<file path="config.mk">
export PLATFORM = sky130hd
export DESIGN_NAME = unary_stream_gen
export DESIGN_NICKNAME = d
export VERILOG_FILES = /design/src/rtl/unary_stream_gen.sv
export SDC_FILE = /design/constraint.sdc
export NUM_CORES = 1
export LEC_CHECK = 0
export CORE_ASPECT_RATIO = 1.4
export CORE_MARGIN = 2
export CORE_UTILIZATION = 25
export DETAILED_ROUTE_END_ITERATION = 10
export GPL_TIMING_DRIVEN = 0
export SETUP_SLACK_MARGIN = 0.5
export SLEW_MARGIN = 20
export SYNTH_ARGS = -nofsm -noshare
export SYNTH_HDL_FRONTEND = slang
export SYNTH_SLANG_ARGS = --single-unit
</file>
<file path="constraint.sdc">
create_clock -name clk -period 2.1 [get_ports clk]
set_input_delay 0.21 -clock clk [delete_from_list [all_inputs] [get_ports clk]]
set_output_delay 0.21 -clock clk [all_outputs]
set_load 0.02 [all_outputs]
</file>
<file path="src/rtl/unary_stream_gen.sv">
// Encodes a binary operand pair into unary (thermometer) streams, then holds a write-out phase.
// Optional UNARY_GEN_SAT_EN: clamp out-of-range operands to LEN instead of rejecting the start.
//
// state  | meaning
// IDLE   | waiting for start, outputs low
// STREAM | LEN cycles of thermometer-coded A/B, read/accumulate mode
// WRITE  | WR_CYC cycles of write-out mode, streams low
// FIN    | one-cycle done pulse, then back to IDLE
module unary_stream_gen #(
    parameter int W      = 4,
    parameter int LEN    = 14,
    parameter int WR_CYC = 20
) (
    input  logic         clk,
    input  logic         rst,
    input  logic         start,
    input  logic [W-1:0] a_val,
    input  logic [W-1:0] b_val,
    output logic         A,
    output logic         B,
    output logic         en,
    output logic         read_or_write,
    output logic         busy,
    output logic         done,
    output logic         err
);

    localparam int MAXC = (LEN > WR_CYC) ? LEN : WR_CYC;
    localparam int CW   = $clog2(MAXC + 1);
    localparam int XW   = (CW > W) ? CW : W;

    localparam logic [W-1:0]  LEN_V       = W'(LEN);
    localparam logic [CW-1:0] STREAM_LAST = CW'(LEN - 1);
    localparam logic [CW-1:0] WRITE_LAST  = CW'(WR_CYC - 1);

    typedef enum logic [1:0] {
        IDLE   = 2'd0,
        STREAM = 2'd1,
        WRITE  = 2'd2,
        FIN    = 2'd3
    } state_t;

    state_t        state, state_nx;
    logic [CW-1:0] cnt, cnt_nx;
    logic [W-1:0]  a_q, b_q, a_nx, b_nx;
    logic          a_oor, b_oor, any_oor;
    logic          A_nx, B_nx, en_nx, rw_nx, busy_nx, done_nx, err_nx;

    assign a_oor   = (a_val > LEN_V);
    assign b_oor   = (b_val > LEN_V);
    assign any_oor = a_oor | b_oor;

    always_ff @(posedge clk) begin
        if (rst) begin
            state <= IDLE;
            cnt   <= '0;
            a_q   <= '0;
            b_q   <= '0;
        end else begin
            state <= state_nx;
            cnt   <= cnt_nx;
            a_q   <= a_nx;
            b_q   <= b_nx;
        end
    end

    always_comb begin
        state_nx = state;
        cnt_nx   = cnt;
        a_nx     = a_q;
        b_nx     = b_q;
        err_nx   = 1'b0;

        case (state)
            IDLE: begin
                if (start) begin
                    err_nx = any_oor;
`ifdef UNARY_GEN_SAT_EN
                    state_nx = STREAM;
                    cnt_nx   = '0;
                    a_nx     = a_oor ? LEN_V : a_val;
                    b_nx     = b_oor ? LEN_V : b_val;
`else
                    if (!any_oor) begin
                        state_nx = STREAM;
                        cnt_nx   = '0;
                        a_nx     = a_val;
                        b_nx     = b_val;
                    end
`endif
                end
            end
            STREAM: begin
                if (cnt == STREAM_LAST) begin
                    state_nx = WRITE;
                    cnt_nx   = '0;
                end else begin
                    cnt_nx = cnt + CW'(1);
                end
            end
            WRITE: begin
                if (cnt == WRITE_LAST) begin
                    state_nx = FIN;
                    cnt_nx   = '0;
                end else begin
                    cnt_nx = cnt + CW'(1);
                end
            end
            FIN: begin
                state_nx = IDLE;
                cnt_nx   = '0;
            end
            default: begin
                state_nx = IDLE;
                cnt_nx   = '0;
            end
        endcase

        // Outputs are decoded from the next state so the registered copies line up with it.
        A_nx    = (state_nx == STREAM) && (XW'(cnt_nx) < XW'(a_nx));
        B_nx    = (state_nx == STREAM) && (XW'(cnt_nx) < XW'(b_nx));
        en_nx   = (state_nx == STREAM) || (state_nx == WRITE);
        rw_nx   = (state_nx == WRITE);
        busy_nx = (state_nx == STREAM) || (state_nx == WRITE);
        done_nx = (state_nx == FIN);
    end

    always_ff @(posedge clk) begin
        if (rst) begin
            A             <= 1'b0;
            B             <= 1'b0;
            en            <= 1'b0;
            read_or_write <= 1'b0;
            busy          <= 1'b0;
            done          <= 1'b0;
            err           <= 1'b0;
        end else begin
            A             <= A_nx;
            B             <= B_nx;
            en            <= en_nx;
            read_or_write <= rw_nx;
            busy          <= busy_nx;
            done          <= done_nx;
            err           <= err_nx;
        end
    end

endmodule

</file>
==> results by group, run 1 <==
Logic synthesis
  • Yosys cell types: 30
  • Synth Warn #: 0
  • Syn Area/Cell: 9.54 sq um
  • Synth Cell Area: 1060 sq um
  • Sequential share of the synthesized area: 39.7%
  • Mapped Cells: 111
  • Syn_nets: 133
  • Synthesized flop and latch total: 21

Setup path
  • CP Data Required Time: 2310 ps
  • Critical path arrival: 2310 ps
  • Worst reg2reg startpoint: cnt[0]
  • Critical R2R Capture: B
  • Reg2Reg Depth: 10
  • CP Class: flip-flop to flip-flop
  • Reg2reg setup slack: -0.6 ps
  • CP startpoint kind: flip-flop
  • Worst setup EP type: flip-flop
  • Critical-path maximum fanout: 4

Power
  • Proportion of power drawn by flip-flops and latches: 46.1%
  • Worst ir drop on vdd: 0.318 mV
  • Power share of the clock group: 28.0%
  • Gate power share: 25.9%
  • Sw frac: 27.2%
  • Switching Power: 256 uW
  • Total power per unit cell area: 573 nW/um^2
  • P_int: 684 uW
  • Leak pwr: 0.000712 uW

Route
  • Met2 wire len: 1480 um
  • DR pass1 iterations: 4
  • Routed WL per cell: 13.7 um
  • Post-DR vias/cell: 5.02
  • Routed wire length: 2580 um
  • Top layer used by detailed routing: met4
  • Metal-1 WL: 916 um
  • Antenna Nets Post-Route: 0
  • Starting DRT DRC Count: 31
  • Via count: 949
  • Remaining DRCs: 0
  • Met3 wire len: 77 um

Cells and area
  • Commonest non-fill, non-tap cell in the layout: dfxtp_1
  • Multi-input combinational cell area: 797 sq um
  • Register area: 428 sq um
  • Fill cells: 416
  • Layout cells sized above 1: 29.9%
  • Fin area: 1640 sq um
  • Synthesis-to-finish area growth: 55.1%
  • Final std cells w/o fill: 189
  • N_diodes: 0
  • Net count reported at finish: 167
  • Most frequent cells in the layout: 19 x dfxtp_1, 15 x nor2_1, 13 x clkdlybuf4s50_1

Global route
  • First-pass GRT wire length: 3730 um
  • Vias in the first global route: 869
  • Largest net degree at the start of global routing: 12
  • Total grt overflow: 0
  • Gr usage total: 10.5%
  • Initial antenna violation count: 0

Min path
  • Hold path endpoint: a_q[1]
  • Worst hold path startpoint: a_val[1]
  • Hold Crit Class: primary input to flip-flop
  • Hold path cells: 3

Job
  • Max Cap Viol: 0

Clock network
  • TritonCTS clock tree: done
  • CTS root buffer: clkbuf_8
  • Clk sinks: 21
  • H-tree Lvls: 1
  • Num CTS Buffers: 3
  • Worst skew pair latency: 260 ps
  • Clk buf depth: 2
  • Clock slew at reported path FFs: 70 ps

STA
  • Slew @ Worst Pin: 485 ps
  • Clk_skew: 1.39 ps
  • Hold Fails Final Rpt: 0
  • RSZ-0062 raised after global routing: true
  • Hold Slack: 298 ps
  • Max-slew headroom: 67.3%
  • Achievable clock frequency: 476 MHz
  • Total negative slack: -0.607 ps
  • Worst setup margin: -0.607 ps
  • Setup violators final: 1
  • Final period util: 100%
  • Fin. max-slew vios: 0
  • Crit path time final: 2100 ps

Status
  • Status: finished with violations
  • Failing checks: negative setup slack

Floorplanning
  • Die height: 81.0 um
  • Die ar.: 4780 sq um
  • Row cnt: 28
  • Die W: 59.0 um
  • I/O pin count: 18
  • Initial Utilization: 25.6%
  • Core area: 4130 sq um

Placement
  • Gpl congestion: 0.836
  • Placed cells: 173
  • DP HPWL: 1790 um
  • PortBufs: 17
  • Placed Area: 1300 sq um
[repair_timing]
action / in CTS / in global routing
hold buffers: 0 / 0
gates resized for setup: 8 / 29
endpoints found under the setup margin: 7 / 14
pin swaps: 5 / 10
buffers inserted: 3 / 9
[synthesized netlist by cell type]
library cell	count	area share (%)
a21o_1	3	2.1
a21oi_1	5	2.4
a221oi_1	1	0.83
a2bb2oi_2	1	1.4
a311oi_1	2	1.7
and2b_1	1	0.71
and3_1	2	1.2
and4bb_2	1	1.2
buf_2	1	0.47
buf_4	1	0.71
clkbuf_1	2	0.71
dfxtp_1	21	40
ha_1	11	13
inv_1	3	1.1
mux2_2	1	1.1
mux2i_1	8	7.6
nand2_1	4	1.4
nand2b_1	2	1.2
nand3_1	2	0.95
nand3b_1	1	0.71
nand4_1	3	1.8
nand4b_2	1	1.4
nor2_1	17	6.0
nor2b_1	6	3.5
nor3_1	3	1.4
nor3b_1	1	0.71
nor4_1	1	0.59
o2111ai_1	2	1.7
o21ai_0	3	1.4
o2bb2ai_2	1	1.4
[worst max-delay path, cell delays in order (launching register included)]
cell and delay (ps):
dfxtp_4 370, ha_4 130, and4bb_2 290, a2bb2oi_4 190, nor2_2 70, o21ai_2 170
nand2_2 120, ha_4 230, a21o_1 160, a21oi_2 130, and3_4 190
[state kept, by name, summed over array words and instances, names as in the netlist]
name           cells
state              2
b_q                4
a_q                4
read_or_write      1
cnt                5
err                1
A                  1
done               1
B                  1
busy               1
[final cells by class]
| class | instances | share of cell area [%] |
|---|---|---|
| clock buffers | 4 | 2.74 |
| inverters | 3 | 0.686 |
| plain buffers | 4 | 1.60 |
| repair buffers | 29 | 16.9 |
| multi-input cells | 83 | 48.6 |
| flip-flops and latches | 21 | 26.1 |
| well taps | 45 | 3.43 |
[kinds of logic after synthesis]
logic type | after synthesis | share of synthesized area (%)
AO/OA/AOI/OAI | 18 | 12.9
adder cells (fa/ha/maj) | 11 | 13.0
buffers and inverters | 7 | 2.96
flip-flops | 21 | 39.7
multiplexers | 9 | 8.63
AND/OR/NAND/NOR | 45 | 22.8
[power by group through the flow]
stage / Combinational (uW) / Clock (uW) / Sequential [uW]
after floorplan: 96.9 / 0 / 447
after global placement: 165 / 0 / 439
after detailed placement: 170 / 0 / 440
after CTS: 185 / 272 / 430
after global routing: 259 / 289 / 437
final: 243 / 263 / 433
[through the flow]
stage,utilization [%],setup slack (ps),power [uW]
5_1_grt,39.7,-102,985
6_report,39.7,-0.607,940
3_3_place_gp,31.4,-303,604
2_1_floorplan,-,121,544
3_5_place_dp,31.4,-369,610
4_1_cts,34.3,-56.3,887
[per-layer routing]
metal | vias up | track usage (%)
li1 | 462 | -
met1 | 455 | 9.91
met2 | 23 | 19.7
met3 | 9 | 1.91
met4 | 0 | 7.27
met5 | - | 0
[how the worst max path moves through the flow]
stage | cells past startpoint | slack (ps) | start | to
CTS | 10 | -60 | cnt[0] | A
global route | 8 | -100 | cnt[2] | B
detailed placement | 9 | -370 | a_val[0] | B
finish | 10 | -0.6 | cnt[0] | B
floorplan | 10 | 120 | cnt[1] | B
global placement | 9 | -300 | a_val[0] | B
Note: power is estimated with default switching activity, not from simulation.
==> run 2, diff against run 1 <==
--- a/config.mk
+++ b/config.mk
@@ -8,8 +8,8 @@
 export CORE_ASPECT_RATIO = 1.4
 export CORE_MARGIN = 2
-export CORE_UTILIZATION = 25
+export CORE_UTILIZATION = 33
 export DETAILED_ROUTE_END_ITERATION = 10
 export GPL_TIMING_DRIVEN = 0
-export SETUP_SLACK_MARGIN = 0.5
+export SETUP_SLACK_MARGIN = 0.05
 export SLEW_MARGIN = 20
 export SYNTH_ARGS = -nofsm -noshare
==> constraint.sdc (replaced) <==
create_clock -name clk -period 2.1 [get_ports clk]
set_input_delay 0.21 -clock clk [delete_from_list [all_inputs] [get_ports clk]]
set_output_delay 0.21 -clock clk [all_outputs]
set_load 0.05 [all_outputs]
==> run 2 against run 1 <==
  * Fmax fell by 1.7%
  * Non-clock buffer count fell by 2
  * Highest routed layer unchanged
  * Clock-buffer cell count fell by 1
  * Sequential power barely moved
  * Total power fell by 0.32%
  * Final cell count fell by 4.2%
  * Design area fell by 3.4%
  * The flow still finishes with violations (negative setup slack)
  * Largest cell class unchanged
  * Global-route usage rose by 4.4 points
  * Register-to-register slack got worse by 40 ps
  * Via count fell by 0.53%
==> results by group, run 2 (same netlist as run 1, synthesis figures left out) <==
Min path
  • Hold path cells: 2 (-1)
  • Worst hold path startpoint: b_q[0]
  • Hold path endpoint: b_q[0]
  • Hold Crit Class: flip-flop to flip-flop

Global route
  • Largest net degree at the start of global routing: 13 (+1)
  • Gr usage total: 14.9% (+4.4 points)
  • First-pass GRT wire length: 4160 um (+11%)
  • Initial antenna violation count: 0 (unchanged)
  • Vias in the first global route: 902 (+3.8%)
  • Total grt overflow: 0 (unchanged)

Setup path
  • Crit path cell chain: ha_4 -> and4bb_2 -> a2bb2oi_4 -> nor2_2 -> o21ai_2 -> nand2_2 -> ha_4 -> a21o_1 -> a21oi_2 -> and3_1
  • Worst-path cell with the longest stage delay: dfxtp_4
  • Reg2reg setup slack: -40 ps (-40 ps)
  • Critical path arrival: 2340 ps (+30 ps)
  • Worst setup EP type: flip-flop
  • CP Class: flip-flop to flip-flop
  • CP startpoint kind: flip-flop
  • Top cell by count, worst path: ha_4
  • Critical path depth in cells: 10 (unchanged)
  • Critical-path maximum fanout: 3 (-1)
  • CP Data Required Time: 2300 ps (about the same)
  • Crit path from: cnt[0]
  • Crit path max-delay family: compound AO/OA/AOI/OAI gates
  • Critical path's largest stage delay: 380 ps (about the same)
  • Crit path buf inv count: 0 (unchanged)
  • Worst reg2reg startpoint: cnt[0]
  • Reg2Reg Depth: 10 (unchanged)
  • Critical R2R Capture: B

Route
  • Antenna Nets Post-Route: 0 (unchanged)
  • Routed wire length: 2510 um (-2.6%)
  • DR pass1 iterations: 4 (unchanged)
  • Via count: 944 (-0.53%)
  • Routed WL per cell: 13.9 um (+1.7%)
  • Remaining DRCs: 0 (unchanged)
  • Post-DR vias/cell: 5.22 (+3.9%)
  • Starting DRT DRC Count: 27 (-13%)

Cells and area
  • Synthesis-to-finish area growth: 49.9%
  • Final design utilization: 51.3% (+12 points)
  • Layout cells sized above 1: 30.3% (+0.42 points)
  • Max reg flops: 5 (unchanged)
  • Most flop-heavy register: cnt
  • Net count reported at finish: 165 (-1.2%)
  • N_diodes: 0 (unchanged)
  • Most frequent cells in the layout: 17 x dfxtp_1, 17 x clkdlybuf4s50_1, 13 x nor2_1
  • Largest regs: cnt: 5 flops, a_q: 4 flops, b_q: 4 flops

Clock network
  • H-tree Lvls: 1 (unchanged)
  • Clk buf depth: 2 (unchanged)
  • Clk sinks: 21 (unchanged)
  • Num CTS Buffers: 3 (unchanged)
  • Worst skew pair latency: 260 ps (about the same)
  • Clock slew at reported path FFs: 80 ps (about the same)
  • TritonCTS clock tree: done
  • CTS root buffer: clkbuf_8
  • # hold bufs at CTS: 0 (unchanged)

STA
  • Crit path time final: 2140 ps (+36.8 ps)
  • Hold Fails Final Rpt: 0 (unchanged)
  • Setup violators final: 2 (+1)
  • Max-slew headroom: 66.6% (-0.77 points)
  • Slew @ Worst Pin: 500 ps (+15.2 ps)
  • Clk_skew: 5.01 ps (+3.63 ps)
  • Worst setup margin: -37.4 ps (-36.8 ps)
  • RSZ-0062 raised after global routing: true
  • Final period util: 102% (+1.8 points)
  • Achievable clock frequency: 468 MHz (-1.7%)
  • Fin. max-slew vios: 0 (unchanged)

Floorplanning
  • Initial Utilization: 34.2% (+8.6 points)
  • Row cnt: 24 (-14%)
  • Core area: 3090 sq um (-25%)
  • Die W: 51.9 um (-12%)
  • I/O pin count: 18 (unchanged)
  • Die height: 71.0 um (-12%)
  • Die ar.: 3680 sq um (-23%)

Power
  • Worst ir drop on vdd: 0.366 mV (+15%)
  • Total power per unit cell area: 591 nW/um^2 (+3.1%)
  • Leak pwr: 0.000687 uW (-3.5%)

Placement
  • DP HPWL: 1670 um (-7.2%)
  • PortBufs: 17 (unchanged)
  • Gpl congestion: 0.876 (+4.8%)
  • Post-Place Setup Slack: -341 ps (+28.3 ps)

Status
  • Failing checks: negative setup slack
  • Status: finished with violations

Job
  • Max Cap Viol: 0 (unchanged)
run 2: cell types whose count changed in the layout (fill, tap and decap cells not counted), moves of 2 or more:
cell             delta
mux2i_1             +4
dfxtp_1             -2
nor2_1              -2
dfxtp_2             +3
a21oi_2             +2
nor2_4              +2
buf_4               -3
a21oi_1             -2
dlymetal6s2s_1      -4
mux2i_4             -3
clkdlybuf4s50_1     +4
run 2: power by group:
part	internal, uW	switching [uW]	leakage (uW)	total [uW]
registers	420	11.6	0.000174	431
clock network	132	136	0.0000255	268
logic	112	126	0.000488	237
total	664	273	0.000687	937
run 2: metal layers:
metal	track usage [%]	wire, um	vias up	share of wire [%]
met5	0	0	-	0
met4	8.48	83	0	3.3
met3	1.27	56	8	2.2
met2	25.3	1400	23	56
met1	17.7	968	451	39
li1	-	-	462	-
run 2: worst min-delay path, cell delays in order (launching register included):
cell     delay, ps
dfxtp_1        310
mux2i_1         80
nor2_1          80
run 2: timing repair:
action                     4_1_cts  5_1_grt
setup endpoints to repair        2        2
setup buffers                    9        1
pin swaps                       11       19
resized for setup               13       25
gates cloned                     0        0
run 2: final cells by class:
cell class | count | area, sq um
fillers | 277 | 1510
multi-input cells | 83 | 769
flip-flops and latches | 21 | 428
repair buffers | 27 | 256
well taps | 39 | 48.8
clock buffers | 3 | 41.3
plain buffers | 4 | 26.3
inverters | 3 | 11.3
clock inverters | 1 | 5.00
run 2: worst max path at each step:
stage | slack [ps] | to
after CTS | -30 | B
after global placement | -310 | A
after global routing | -120 | B
after floorplan | 60 | A
after detailed placement | -340 | A
final | -40 | B
run 2: stage by stage:
step           TNS [ps]  power, uW  hold WS (ps)  instances  instance area [sq um]
6_report          -58.9        937           505        181                   1590
5_1_grt            -227        983           545        181                   1590
4_1_cts           -46.2        912           514        180                   1470
3_5_place_dp       -726        625           490        167                   1280
3_3_place_gp       -625        622           486        167                   1280
2_1_floorplan         0        563           358        111                   1060
==> run 3, diff against run 2 <==
- PLACE_DENSITY: default -> 0.6
==> results of run 3 <==
Same layout as run 2: the final DEF is identical, and so are final timing and power.
